$ cat src/rtl/alu_frame_pkg.sv
// rtl/alu_frame_pkg.sv - shared constants and types for the ALU command-frame path
// Contents: opcode values, header byte offsets, operand-frame length,
// error-code and parser-state enums, opcode classification helpers.
package alu_frame_pkg;

  localparam logic [7:0] OP_ECHO = 8'hEC;
  localparam logic [7:0] OP_ADD  = 8'hA8;
  localparam logic [7:0] OP_MUL  = 8'hB7;
  localparam logic [7:0] OP_DIV  = 8'hD4;

  localparam logic [1:0] HDR_OPCODE = 2'd0;
  localparam logic [1:0] HDR_RSVD   = 2'd1;
  localparam logic [1:0] HDR_LEN_LO = 2'd2;
  localparam logic [1:0] HDR_LEN_HI = 2'd3;

  localparam logic [15:0] HDR_LEN     = 16'd4;
  localparam logic [15:0] OPERAND_LEN = 16'd12;

  typedef enum logic [1:0] {
    ERR_NONE   = 2'd0,
    ERR_OPCODE = 2'd1,
    ERR_LENGTH = 2'd2
  } err_code_e;

  typedef enum logic [1:0] {
    ST_HDR     = 2'd0,
    ST_PAYLOAD = 2'd1,
    ST_DROP    = 2'd2
  } state_e;

  function automatic logic is_known_opcode(input logic [7:0] op);
    return (op == OP_ECHO) || (op == OP_ADD) || (op == OP_MUL) || (op == OP_DIV);
  endfunction

  // Arithmetic opcodes carry exactly two 32-bit operands.
  function automatic logic is_operand_opcode(input logic [7:0] op);
    return (op == OP_ADD) || (op == OP_MUL) || (op == OP_DIV);
  endfunction

endpackage

$ cat src/rtl/byte_word_packer.sv
// rtl/byte_word_packer.sv - packs payload bytes into tagged 32-bit little-endian words
// Ports:
//   clk_i, reset_i             clock, synchronous active-high reset
//   byte_valid_i, byte_data_i  payload byte accepted this cycle
//   byte_last_i                this byte is the final payload byte of the frame
//   frame_start_i              a new frame's payload begins (arms first_o)
//   opcode_i                   opcode of the current frame
//   ready_i                    downstream pops the held word
//   valid_o, word_o, bytes_o, opcode_o, first_o, last_o   output word register
module byte_word_packer (
  input  logic        clk_i,
  input  logic        reset_i,
  input  logic        byte_valid_i,
  input  logic [7:0]  byte_data_i,
  input  logic        byte_last_i,
  input  logic        frame_start_i,
  input  logic [7:0]  opcode_i,
  input  logic        ready_i,
  output logic        valid_o,
  output logic [31:0] word_o,
  output logic [2:0]  bytes_o,
  output logic [7:0]  opcode_o,
  output logic        first_o,
  output logic        last_o
);

  logic [23:0] acc_q;    // up to three pending bytes, byte 0 in [7:0]
  logic [1:0]  cnt_q;    // number of pending bytes
  logic        first_q;  // next emitted word is the first of its frame
  logic        complete;
  logic [31:0] word_next;

  // Caller only presents a byte when the output register can take a word,
  // so completion never has to wait.
  assign complete = byte_valid_i && ((cnt_q == 2'd3) || byte_last_i);

  // New byte lands above the pending ones; unused upper bytes are zero.
  always_comb begin
    word_next = 32'd0;
    case (cnt_q)
      2'd0:    word_next = {24'd0, byte_data_i};
      2'd1:    word_next = {16'd0, byte_data_i, acc_q[7:0]};
      2'd2:    word_next = {8'd0, byte_data_i, acc_q[15:0]};
      default: word_next = {byte_data_i, acc_q};
    endcase
  end

  always_ff @(posedge clk_i) begin
    if (reset_i) begin
      acc_q    <= 24'd0;
      cnt_q    <= 2'd0;
      first_q  <= 1'b0;
      valid_o  <= 1'b0;
      word_o   <= 32'd0;
      bytes_o  <= 3'd0;
      opcode_o <= 8'd0;
      first_o  <= 1'b0;
      last_o   <= 1'b0;
    end else begin
      if (frame_start_i) begin
        first_q <= 1'b1;
      end
      if (complete) begin
        acc_q    <= 24'd0;
        cnt_q    <= 2'd0;
        first_q  <= 1'b0;
        valid_o  <= 1'b1;
        word_o   <= word_next;
        bytes_o  <= {1'b0, cnt_q} + 3'd1;
        opcode_o <= opcode_i;
        first_o  <= first_q;
        last_o   <= byte_last_i;
      end else begin
        if (byte_valid_i) begin
          case (cnt_q)
            2'd0:    acc_q[7:0]   <= byte_data_i;
            2'd1:    acc_q[15:8]  <= byte_data_i;
            default: acc_q[23:16] <= byte_data_i;
          endcase
          cnt_q <= cnt_q + 2'd1;
        end
        if (ready_i) begin
          valid_o <= 1'b0;
        end
      end
    end
  end

endmodule

$ cat src/rtl/alu_frame_rx.sv
// rtl/alu_frame_rx.sv - command-frame parser from UART byte stream to ALU word stream
// Ports:
//   clk_i, reset_i                  clock, synchronous active-high reset
//   valid_i, data_i, ready_o        input byte handshake
//   valid_o, word_o, bytes_o,
//   opcode_o, first_o, last_o,
//   ready_i                         output word handshake
//   err_o, err_code_o               one-cycle rejection pulse and its reason
module alu_frame_rx
  import alu_frame_pkg::*;
#(
  parameter logic [15:0] MaxLen = 16'd1024
) (
  input  logic        clk_i,
  input  logic        reset_i,
  input  logic        valid_i,
  input  logic [7:0]  data_i,
  output logic        ready_o,
  output logic        valid_o,
  output logic [31:0] word_o,
  output logic [2:0]  bytes_o,
  output logic [7:0]  opcode_o,
  output logic        first_o,
  output logic        last_o,
  input  logic        ready_i,
  output logic        err_o,
  output logic [1:0]  err_code_o
);

  state_e      state_q;
  logic [1:0]  hdr_idx_q;
  logic [7:0]  opcode_q;
  logic [7:0]  len_lo_q;
  logic [15:0] rem_q;
  logic        err_q;
  err_code_e   err_code_q;

  logic        xfer;
  logic [15:0] len_w;
  logic [15:0] rem_w;
  state_e      dec_next;
  logic        dec_err;
  err_code_e   dec_code;
  logic        hdr_done;
  logic        pay_byte;

  // Only PAYLOAD can stall: a byte may complete a word, which needs a free
  // (or simultaneously popped) output register.
  assign ready_o  = (state_q != ST_PAYLOAD) || !(valid_o && !ready_i);
  assign xfer     = valid_i && ready_o;
  assign len_w    = {data_i, len_lo_q};
  assign rem_w    = len_w - HDR_LEN;
  assign hdr_done = xfer && (state_q == ST_HDR) && (hdr_idx_q == HDR_LEN_HI);
  assign pay_byte = xfer && (state_q == ST_PAYLOAD);

  // Header decision, evaluated while length byte 3 is on data_i.
  // Short length is tested first so no payload is ever consumed for it.
  always_comb begin
    dec_next = ST_HDR;
    dec_err  = 1'b0;
    dec_code = ERR_NONE;
    if (len_w < HDR_LEN) begin
      dec_err  = 1'b1;
      dec_code = ERR_LENGTH;
    end else if (!is_known_opcode(opcode_q)) begin
      dec_err  = 1'b1;
      dec_code = ERR_OPCODE;
      if (rem_w != 16'd0) dec_next = ST_DROP;
    end else if ((len_w > MaxLen) ||
                 (is_operand_opcode(opcode_q) && (len_w != OPERAND_LEN))) begin
      dec_err  = 1'b1;
      dec_code = ERR_LENGTH;
      if (rem_w != 16'd0) dec_next = ST_DROP;
    end else if (rem_w != 16'd0) begin
      dec_next = ST_PAYLOAD;
    end
  end

  always_ff @(posedge clk_i) begin
    if (reset_i) begin
      state_q    <= ST_HDR;
      hdr_idx_q  <= HDR_OPCODE;
      opcode_q   <= 8'd0;
      len_lo_q   <= 8'd0;
      rem_q      <= 16'd0;
      err_q      <= 1'b0;
      err_code_q <= ERR_NONE;
    end else begin
      err_q <= 1'b0;
      case (state_q)
        ST_HDR: begin
          if (xfer) begin
            hdr_idx_q <= hdr_idx_q + 2'd1;
            case (hdr_idx_q)
              HDR_OPCODE: opcode_q <= data_i;
              HDR_LEN_LO: len_lo_q <= data_i;
              HDR_LEN_HI: begin
                state_q <= dec_next;
                if (dec_next != ST_HDR) rem_q <= rem_w;
                err_q <= dec_err;
                if (dec_err) err_code_q <= dec_code;
              end
              default: ;
            endcase
          end
        end
        ST_PAYLOAD, ST_DROP: begin
          if (xfer) begin
            rem_q <= rem_q - 16'd1;
            if (rem_q == 16'd1) state_q <= ST_HDR;
          end
        end
        default: state_q <= ST_HDR;
      endcase
    end
  end

  assign err_o      = err_q;
  assign err_code_o = err_code_q;

  byte_word_packer u_packer (
    .clk_i         (clk_i),
    .reset_i       (reset_i),
    .byte_valid_i  (pay_byte),
    .byte_data_i   (data_i),
    .byte_last_i   (rem_q == 16'd1),
    .frame_start_i (hdr_done && (dec_next == ST_PAYLOAD)),
    .opcode_i      (opcode_q),
    .ready_i       (ready_i),
    .valid_o       (valid_o),
    .word_o        (word_o),
    .bytes_o       (bytes_o),
    .opcode_o      (opcode_o),
    .first_o       (first_o),
    .last_o        (last_o)
  );

endmodule

$ cat config.mk
export PLATFORM = sky130hd
export DESIGN_NAME = alu_frame_rx
export DESIGN_NICKNAME = d
export VERILOG_FILES = /design/src/rtl/alu_frame_pkg.sv /design/src/rtl/byte_word_packer.sv /design/src/rtl/alu_frame_rx.sv
export SDC_FILE = /design/constraint.sdc
export NUM_CORES = 1
export LEC_CHECK = 0
export CAP_MARGIN = 30
export CORE_UTILIZATION = 56
export DETAILED_ROUTE_END_ITERATION = 8
export PLACE_DENSITY = 0.79
export REMOVE_ABC_BUFFERS = 1
export SLEW_MARGIN = 20
export SYNTH_ARGS = -nofsm -noshare
export SYNTH_HDL_FRONTEND = slang
export SYNTH_SLANG_ARGS = --single-unit
$ cat constraint.sdc
create_clock -name clk_i -period 2.8 [get_ports clk_i]
set_clock_uncertainty 0.1 [all_clocks]
set_input_delay 0.84 -clock clk_i [delete_from_list [all_inputs] [get_ports clk_i]]
set_output_delay 0.84 -clock clk_i [all_outputs]
set_load 0.01 [all_outputs]
# Word-level counts from Yosys, hierarchy flattened
# Index checks and enable logic that the tools add are counted.
# totals
reg_bits	112
latchBits	0
ram_bits	0
rom_bits	0
word_cells	111
n_memories	0
# op_classes
addsub	5
n_mul	0
div	0
n_lt_le_gt_ge	2
n_eq_ne	20
shifts	0
muxes	24
bitwise_logic	4
n_reduce_logical	38
# op_table
op	n
$pmux W32 S3	1
$mux W16	4
$eq A8 B8 Y1 const B	4
$pmux W16 S2	1
$mux W2	11
$eq A16 B1 Y1 const B	1
$gt A16 B11 Y1 const B	1
$lt A16 B3 Y1 const B	1
$ne A16 B4 Y1 const B	1
$reduce_bool A16 Y1	1
$sub A16 B1 Y16 const B	1
$sub A16 B3 Y16 const B	1
$eq A2 B2 Y1 const B	5
$logic_and A1 B1 Y1	8
$logic_or A1 B1 Y1	8
$ne A2 B1 Y1 const B	4
$reduce_and A2 Y1	4
$reduce_and A4 Y1	2
$eq A2 B1 Y1 const B	3
$logic_not A2 Y1	3
$mux W1	6
$reduce_and A3 Y1	2
$reduce_bool A2 Y1	3
$reduce_or A2 Y1	3
8 further kinds	14

# Longest topological paths before layout
# Gate-level depths: netlist of run 1.
# depth
ltp_word	13
ltp_mapped	14

# Cells and area by module
# Synthesis of run 1 repeated with hierarchy kept, for this count alone.
# hier_totals
hier_cells	643
area_unflattened_um2	5477.8
# modules_own_cells
module	n_inst	cells_per_inst	area_each_um2	seq_area_each_um2
byte_word_packer	1	327	2932.8	1461.4
alu_frame_rx	1	316	2544.9	780.7

# Worst setup path after synthesis of run 1
# No wires, ideal clock.
# synth_path
path_type	register to register
startpoint	register len_lo_q[2]
endpoint	register rem_q[2]
arrival_time_ns	2.320
t_required_ns	2.613
path_slack_ns	0.293
stages_incl_launch_ff	14
path_buffers	4
period_less_slack_ns	2.507
path_cell_list	dfxtp_1 clkbuf_1 inv_1 ha_1 buf_2 nor3b_2 and2_1 buf_2 a22oi_1 o32a_2 o21ai_2 buf_6 or3_1 o31ai_1
# synth_between
elab_chain_len	9
# synth_rtl
element	line	text
start, declared	alu_frame_rx.sv:33	logic [7:0] len_lo_q;
start signal, assigned	alu_frame_rx.sv:96	HDR_LEN_LO: len_lo_q <= data_i;
$sub A16 B3 Y16 or $ne A16 B4 Y1 (tied branches)	alu_frame_rx.sv:52, alu_frame_rx.sv:70	
$reduce_bool A16 Y1 or $logic_and A1 B1 Y1 (tied branches)	--	
$mux W1, or another cell as far along	alu_frame_rx.sv:74	end else if (rem_w != 16'd0) begin
$mux W2	alu_frame_rx.sv:69	end else if ((len_w > MaxLen) ||
$mux W2	alu_frame_rx.sv:65	end else if (!is_known_opcode(opcode_q)) begin
$mux W2	alu_frame_rx.sv:62	if (len_w < HDR_LEN) begin
$reduce_bool A2 Y1	alu_frame_rx.sv:99	if (dec_next != ST_HDR) rem_q <= rem_w;
$ne A2 B1 Y1 (no line)	--	
$reduce_and A5 Y1 (no line)	--	
end signal, assigned	alu_frame_rx.sv:99	
end signal, assigned	alu_frame_rx.sv:109	rem_q <= rem_q - 16'd1;
end, declared	alu_frame_rx.sv:34	logic [15:0] rem_q;
# Several ways; a longest one is shown, not always the timed one. The select of a mux whose other input is x is not followed.
# A chain may end at the register's enable or synchronous reset.

# Worst setup path in the final report of run 1
# layout_path
startpoint	input port ready_i
endpoint	output port ready_o
# layout_between
elab_chain_len	4
# layout_rtl
element	line	text
start, declared	alu_frame_rx.sv:25	input logic ready_i,
$logic_not A1 Y1	alu_frame_rx.sv:49	assign ready_o = (state_q != ST_PAYLOAD) || !(valid_o && !ready_i);
$logic_and A1 B1 Y1	alu_frame_rx.sv:49	
$logic_not A1 Y1	alu_frame_rx.sv:49	
$logic_or A1 B1 Y1	alu_frame_rx.sv:49	
end, declared	alu_frame_rx.sv:18	output logic ready_o,
# No other way between the ends.

==> flow_summary_export.csv, run 1 <==
group,metric,value,unit
placed_design,dp_hpwl,10.50,mm
yosys,yosys_warnings,0,
placed_design,place_congestion,0.8847,
cts,cts_hold_buf,0,
timing,setup_tns,0,ns
cts,cts_root_buf,"clkbuf_8",
global_routing,grt_pass1_vias,4838,
yosys,synth_fa_ha_area_share,3.180,%
yosys,synth-compound-area-share,17.58,%
global_routing,grt_first_pass_wirelength,24.09,mm
timing,setup_violations,0,
floorplan,coreArea,9371,um^2
yosys,synth_simple_gate_area_share,25.48,%
yosys,synth.area.mux_share,5.087,%
worst_setup_path,crit_path_start_kind,"input port",
hold_path,hold_class,"reg -> reg",
yosys,synth.distinct_cells,61,
cells_and_area,final_cell_mix,"dfxtp_1 (112), nor2_1 (90), nand2_1 (76), clkdlybuf4s50_1 (54)",
cells_and_area,final_util,71.99,%
yosys,syn_area_per_cell,8.210,um^2
cells_and_area,fillers,802,
worst_setup_path,crit_fanout,2,
status,status,"finished, final reports clean",
cts,tritoncts,"built",
cells_and_area,antenna_cells,0,
worst_setup_path,critical_path.top_delay_family,"buffers and inverters",
cells_and_area,final_common_cell,"dfxtp_1",
yosys,async_flop_share,0,%
yosys,synthCells,671,
cts,cts.clk_slew.worst_paths,0.10,ns
timing,hold_ws,0.3589,ns
global_routing,grt.total_usage,30.24,%
timing,min_period,2.714,ns
cts,clockBufferDepth,2,
flow_run,maxCapViolCount,0,
worst_setup_path,cp_slowest_stage_delay,0.45,ns
worst_setup_path,cp_cell_sequence,"clkdlybuf4s50_1, nand3b_1, dlygate4sd2_1",
timing,rsz0062_at_grt,"no",
worst_setup_path,worstPathArrival,1.77,ns
cts,clk_latency,0.39,ns
cells_and_area,drive_gt1_share,12.43,%
floorplan,boundaryPins,62,
yosys,ys_ff_latch,112,
yosys,netlist_area,5509,um^2
yosys,synth-main-ff-cell,"dfxtp_1",
cts,numCtsBuffers,9,
timing,drv_slew,0,
timing,fmax,368.5,MHz
cts,htreeDepth,3,
floorplan,die_area,10240,um^2
cts,cts_sinks,112,
pwr,power.density,490.4,nW/um^2
route,drtAntennaViolNets,0,
route,vias_per_cell,5.914,
pwr,peakVddDrop,0.3515,mV
route,wl_per_cell,16.97,um
route,dr.pass1.iters,5,
timing,slew_headroom,45.70,%
route,vias,5187,
cells_and_area,syn2layout_area_growth,22.46,%
worst_setup_path,path_buf_inv,2,
placed_design,buffer_ports.inserted,61,
worst_setup_path,worstPathRequired,1.86,ns
timing,period_share,96.93,%
route,finalWirelength,14.88,mm
floorplan,initial_core_util,58.79,%
cts,post_cts_buffers,0,
worst_setup_path,slowest_stage,"clkdlybuf4s50_1",
global_routing,grt_start_max_net_pins,44,
yosys,yosysSeqAreaShare,40.70,%
cells_and_area,finalNetCount,769,
pwr,power_leakage,2.676,nW
global_routing,grt-ovfl-total,0,
yosys,synth_edf_count,0,
timing,worst_pin_slew,0.8145,ns
yosys,synth_top_family_by_area,"simple AND/OR/NAND/NOR gates",
timing,hold_violations,0,
global_routing,antenna_found_initial,1,
route,drc,0,
floorplan,die_w,101.2,um
worst_setup_path,crit_path_end_kind,"primary output",
yosys,synthXorXnorAreaFrac,2.385,%
floorplan,die_height,101.2,um
floorplan,num_rows,35,
route,first_iter_violations,339,
worst_setup_path,crit_type,"in -> out",
final cells by class:
type                    instances  area, um^2  share of cell area (%)
clock buffers                   9       123.9                   1.836
flip-flops and latches        112        2242                   33.23
clock inverters                 7       70.07                   1.039
inverters                      14       52.55                  0.7789
well taps                     129       161.4                   2.392
multi-input cells             489        2972                   44.05
repair buffers                117        1125                   16.67
flip-flops by register name, summed over array words and instances (netlist names):
| register | flops |
|---|---|
| u_packer.word_o | 32 |
| u_packer.bytes_o | 3 |
| err_o | 1 |
| u_packer.valid_o | 1 |
| u_packer.opcode_o | 8 |
| u_packer.acc_q | 24 |
| len_lo_q | 8 |
| u_packer.first_q | 1 |
| u_packer.cnt_q | 2 |
| u_packer.first_o | 1 |
| rem_q | 16 |
| state_q | 2 |
| hdr_idx_q | 2 |
| err_code_o | 2 |
| opcode_q | 8 |
| u_packer.last_o | 1 |
repair_timing:
item,in CTS,in global routing
resized for setup,1,7
pin swaps,0,1
endpoints found under the setup margin,1,9
stage by stage:
step	cells	power (W)	cell area, um^2	setup WS, ns
6_report	877	0.003308	6746	0.08600
5_1_grt	877	0.003450	6746	0.04883
4_1_cts	877	0.003312	6725	0.03467
3_5_place_dp	861	0.002358	6533	-0.3770
3_3_place_gp	861	0.002335	6533	-0.3529
2_1_floorplan	615	0.002083	5254	-1.458
synth_stat cells (all sizes together), types with 9 or more instances:
cell type,count,share of area (%)
a221oi,16,2.5
buf,17,2.0
nor2,90,6.1
dfxtp,112,41
nand2,76,5.2
inv,14,0.95
nor3,34,3.3
clkbuf,39,2.7
nand3,25,2.3
mux2i,28,5.1
a211oi,12,1.7
ha,14,3.2
nand2b,11,1.2
a21oi,50,4.5
or3,9,1.0
a22o,9,1.4
xnor2,10,1.6
o21ai,20,2.0
power by group:
| part | switching (W) | internal (W) | leakage (nW) | total, W |
|---|---|---|---|---|
| Clock | 0.000619 | 0.000355 | 0.101 | 0.000974 |
| Combinational | 0.000360 | 0.000276 | 1.67 | 0.000636 |
| Sequential | 0.0000583 | 0.00164 | 0.904 | 0.00170 |
worst register-to-register path, delay by kind of cell (launching register included):
kind	cells	cell delay (ns)
and+or+nand+nor	2	0.82
buffers and inverters	2	0.34
DFF	1	0.43
AOI/OAI and AO/OA	5	0.72
per-layer routing:
metal  up-vias  track usage [%]  routed length, um
met5         -                0                 13
met4         2            12.93                366
met3        38            5.176                902
met2       183            46.52               6642
met1      2463            41.95               6956
li1       2501                -                  -
final timing paths:
kind	cells past startpoint	slack (ns)	start	endpoint
setup reg to reg	9	0.30	len_lo_q[4]$_SDFFE_PP0P_	rem_q[12]$_SDFFE_PP0P_
hold / removal	2	0.36	u_packer.opcode_o[6]$_SDFFE_PP0P_	u_packer.opcode_o[6]$_SDFFE_PP0P_
setup / recovery	3	0.09	ready_i	ready_o
hold reg to reg	2	0.36	u_packer.opcode_o[6]$_SDFFE_PP0P_	u_packer.opcode_o[6]$_SDFFE_PP0P_
kinds of logic after synthesis:
group,Yosys count
fa+ha+maj,14
flops,112
xor+xnor,15
compound gates,143
simple gates,289
buf+inv,70
mux,28
Power figures use the tool's default switching activity.
==> run 2, diff against run 1 <==
- ABC_AREA: default -> 1
- ABC_CLOCK_PERIOD_IN_PS: default -> 2800
- CORE_UTILIZATION: 56 -> 57
- SYNTH_HIERARCHICAL: default -> 1
==> run 2 against run 1 <==
  * Via count increased by 17%
  * Clock power about the same
  * Sequential share of layout area decreased by 1.2 points
  * Non-clock buffer count decreased by 1
  * Register-to-register slack improved by 0.13 ns
  * Total power decreased by 6.5%
  * Sequential power decreased by 3%
  * Critical path type unchanged
  * Largest cell class unchanged
  * Highest routed layer is now met4
==> flow_summary_export.csv, run 2 <==
group,metric,value,unit
route,first_iter_violations,339,
status,status,"finished, final reports clean",
placed_design,place_congestion,0.8857,
floorplan,num_rows,36,
yosys,yosysTopAreaCell,"dfxtp_1",
hold_path,min_to,"u_packer/bytes_o[0]$_SDFFE_PP0P_",
timing,layout_setup_ws,0.1071,ns
pwr,power.density,441.1,nW/um^2
cells_and_area,final_cell_mix,"nand2_1 (196), nor2_1 (122), dfxtp_1 (112), nand3_1 (106), a21oi_1 (77)",
floorplan,coreArea,9774,um^2
placed_design,dp_hpwl,12.08,mm
worst_setup_path,worstPathArrival,1.75,ns
yosys,synth-main-ff-cell,"dfxtp_1",
floorplan,die_height,102.6,um
yosys,synth.distinct_cells,32,
hold_path,hold_path_depth,2,
worst_setup_path,ff2ff_setup_slack,0.43,ns
global_routing,grt_pass1_vias,5549,
cts,htreeDepth,3,
yosys,synth_top_cell_area_share,38.84,%
floorplan,die_w,102.6,um
worst_setup_path,crit_path_start_kind,"input port",
timing,worst_pin_slew,0.7421,ns
timing,rsz0062_at_grt,"no",
yosys,synth_edf_count,0,
cts,cts_hold_buf,0,
cts,cts_root_buf,"clkbuf_8",
cells_and_area,regMostFlops,"u_packer/word_o",
worst_setup_path,crit_fanout,2,
floorplan,boundaryPins,62,
cells_and_area,final_util,71.71,%
floorplan,initial_core_util,59.06,%
yosys,netlist_area,5773,um^2
cts,numCtsBuffers,9,
worst_setup_path,reg2reg_from,"len_lo_q[2]$_SDFFE_PP0P_",
yosys,async_flop_share,0,%
worst_setup_path,worstPathRequired,1.86,ns
timing,drv_slew,0,
timing,min_period,2.693,ns
route,vias,6080,
global_routing,grt.total_usage,32.96,%
placed_design,dpl_worst_slack,-0.2859,ns
global_routing,met1_usage,40.71,%
route,dr.pass1.iters,5,
cells_and_area,syn2layout_area_growth,21.41,%
pwr,power,0.003092,W
global_routing,grt_most_used_layer,"met2",
yosys,synth.area.top_cells,"dfxtp_1 (39%), nand2_1 (13%), nand3_1 (9.2%), nor2_1 (8.0%), a21oi_1 (6.7%)",
global_routing,antenna_found_initial,0,
yosys,synth_most_common_cell,"nand2_1",
placed_design,buffer_ports.inserted,61,
cells_and_area,largest_reg_flops,32,
route,finalWirelength,16.50,mm
global_routing,grt_first_pass_wirelength,26.68,mm
cts,tritoncts,"built",
timing,hold_violations,0,
timing,hold_ws,0.3655,ns
route,drtAntennaViolNets,0,
cells_and_area,antenna_cells,0,
worst_setup_path,r2r_end,"u_packer/first_q$_SDFFE_PP0P_",
cells_and_area,top_regs,"u_packer/word_o (32), u_packer/acc_q (24), rem_q (16)",
hold_path,hold_class,"reg -> reg",
global_routing,gr-usage-met3,6.780,%
worst_setup_path,crit_path_end_kind,"primary output",
route,drc,0,
flow_run,maxCapViolCount,0,
cells_and_area,finalNetCount,970,
route,wl_per_cell,15.26,um
cts,post_cts_buffers,0,
global_routing,grt-ovfl-total,0,
yosys,yosysSeqAreaShare,38.84,%
floorplan,die_area,10540,um^2
route,vias_per_cell,5.624,
timing,setup_violations,0,
yosys,synthTopCellsByCount,"nand2_1 (196), nor2_1 (123), dfxtp_1 (112)",
yosys,synthCells,856,
cts,cts.clk_slew.worst_paths,0.11,ns
pwr,power_leakage,2.945,nW
timing,slew_headroom,50.52,%
cts,clockBufferDepth,2,
global_routing,grt_start_max_net_pins,37,
cts,cts_sinks,112,
pwr,peakVddDrop,0.5435,mV
cells_and_area,final_common_cell,"nand2_1",
cts,clk_latency,0.39,ns
yosys,ys_ff_latch,112,
global_routing,use_met2,55.49,%
yosys,yosys_warnings,6,
yosys,syn_area_per_cell,6.744,um^2
timing,fmax,371.4,MHz
timing,period_share,96.17,%
cells_and_area,drive_gt1_share,10.23,%
hold_path,worstHoldStart,"u_packer/bytes_o[0]$_SDFFE_PP0P_",
worst_setup_path,r2r_cells,14,
worst_setup_path,crit_type,"in -> out",
-- run 2: cells by family after synthesis --
family | share of synthesized area, %
AOI/OAI and AO/OA | 13.52
xor gates and xnor gates | 1.214
adders and majority gates | 3.034
buffers and inverters | 7.845
DFF | 38.84
and+or+nand+nor | 35.54
-- run 2: layer usage --
layer	part of all wire, %	wire (um)
met1	41	6824
met2	49	8112
met3	6.8	1130
met4	2.6	432
met5	0	0
-- run 2: worst max-delay path by stage --
| stage | cells after the start | slack (ns) | end | startpoint |
|---|---|---|---|---|
| 2_1_floorplan | 10 | -0.21 | u_packer/word_o[24]$_SDFFE_PP0P_ | ready_i |
| 3_3_place_gp | 11 | -0.21 | err_code_o[0]$_SDFFE_PP0P_ | data_i[4] |
| 3_5_place_dp | 11 | -0.29 | err_code_o[1]$_SDFFE_PP0P_ | data_i[0] |
| 4_1_cts | 11 | 0.11 | err_code_o[0]$_SDFFE_PP0P_ | data_i[0] |
| 5_1_grt | 11 | 0.04 | u_packer/first_q$_SDFFE_PP0P_ | data_i[4] |
| 6_report | 3 | 0.11 | ready_o | ready_i |
-- run 2: metrics by stage --
step / TNS [ns] / cell area (um^2) / cells
after floorplan: -5.259 / 5552 / 817
after global placement: -3.172 / 6797 / 1066
after detailed placement: -4.901 / 6797 / 1066
after CTS: 0 / 6997 / 1081
after global routing: 0 / 7009 / 1081
final: 0 / 7009 / 1081
-- run 2: critical path, stage by stage --
cell and delay (ns):
clkdlybuf4s50_1 0.43, nand3b_1 0.19, dlygate4sd2_1 0.30
-- run 2: power breakdown --
part	internal (W)	switching, W	total (W)
logic	0.000163	0.000276	0.000439
registers	0.00162	0.0000313	0.00165
clock network	0.000424	0.000578	0.00100
-- run 2: what timing repair did --
action                     4_1_cts  5_1_grt
gates resized for setup          1        5
pin swaps                        0        1
cloned                           0        0
setup endpoints to repair        1       19
-- run 2: cell type report --
cell class / instances / area (um^2)
clock inverters: 6 / 77.57
fillers: 868 / 2765
multi-input cells: 644 / 3090
well taps: 133 / 166.4
inverters: 61 / 231.5
clock buffers: 9 / 123.9
flip-flops and latches: 112 / 2242
repair buffers: 116 / 1077
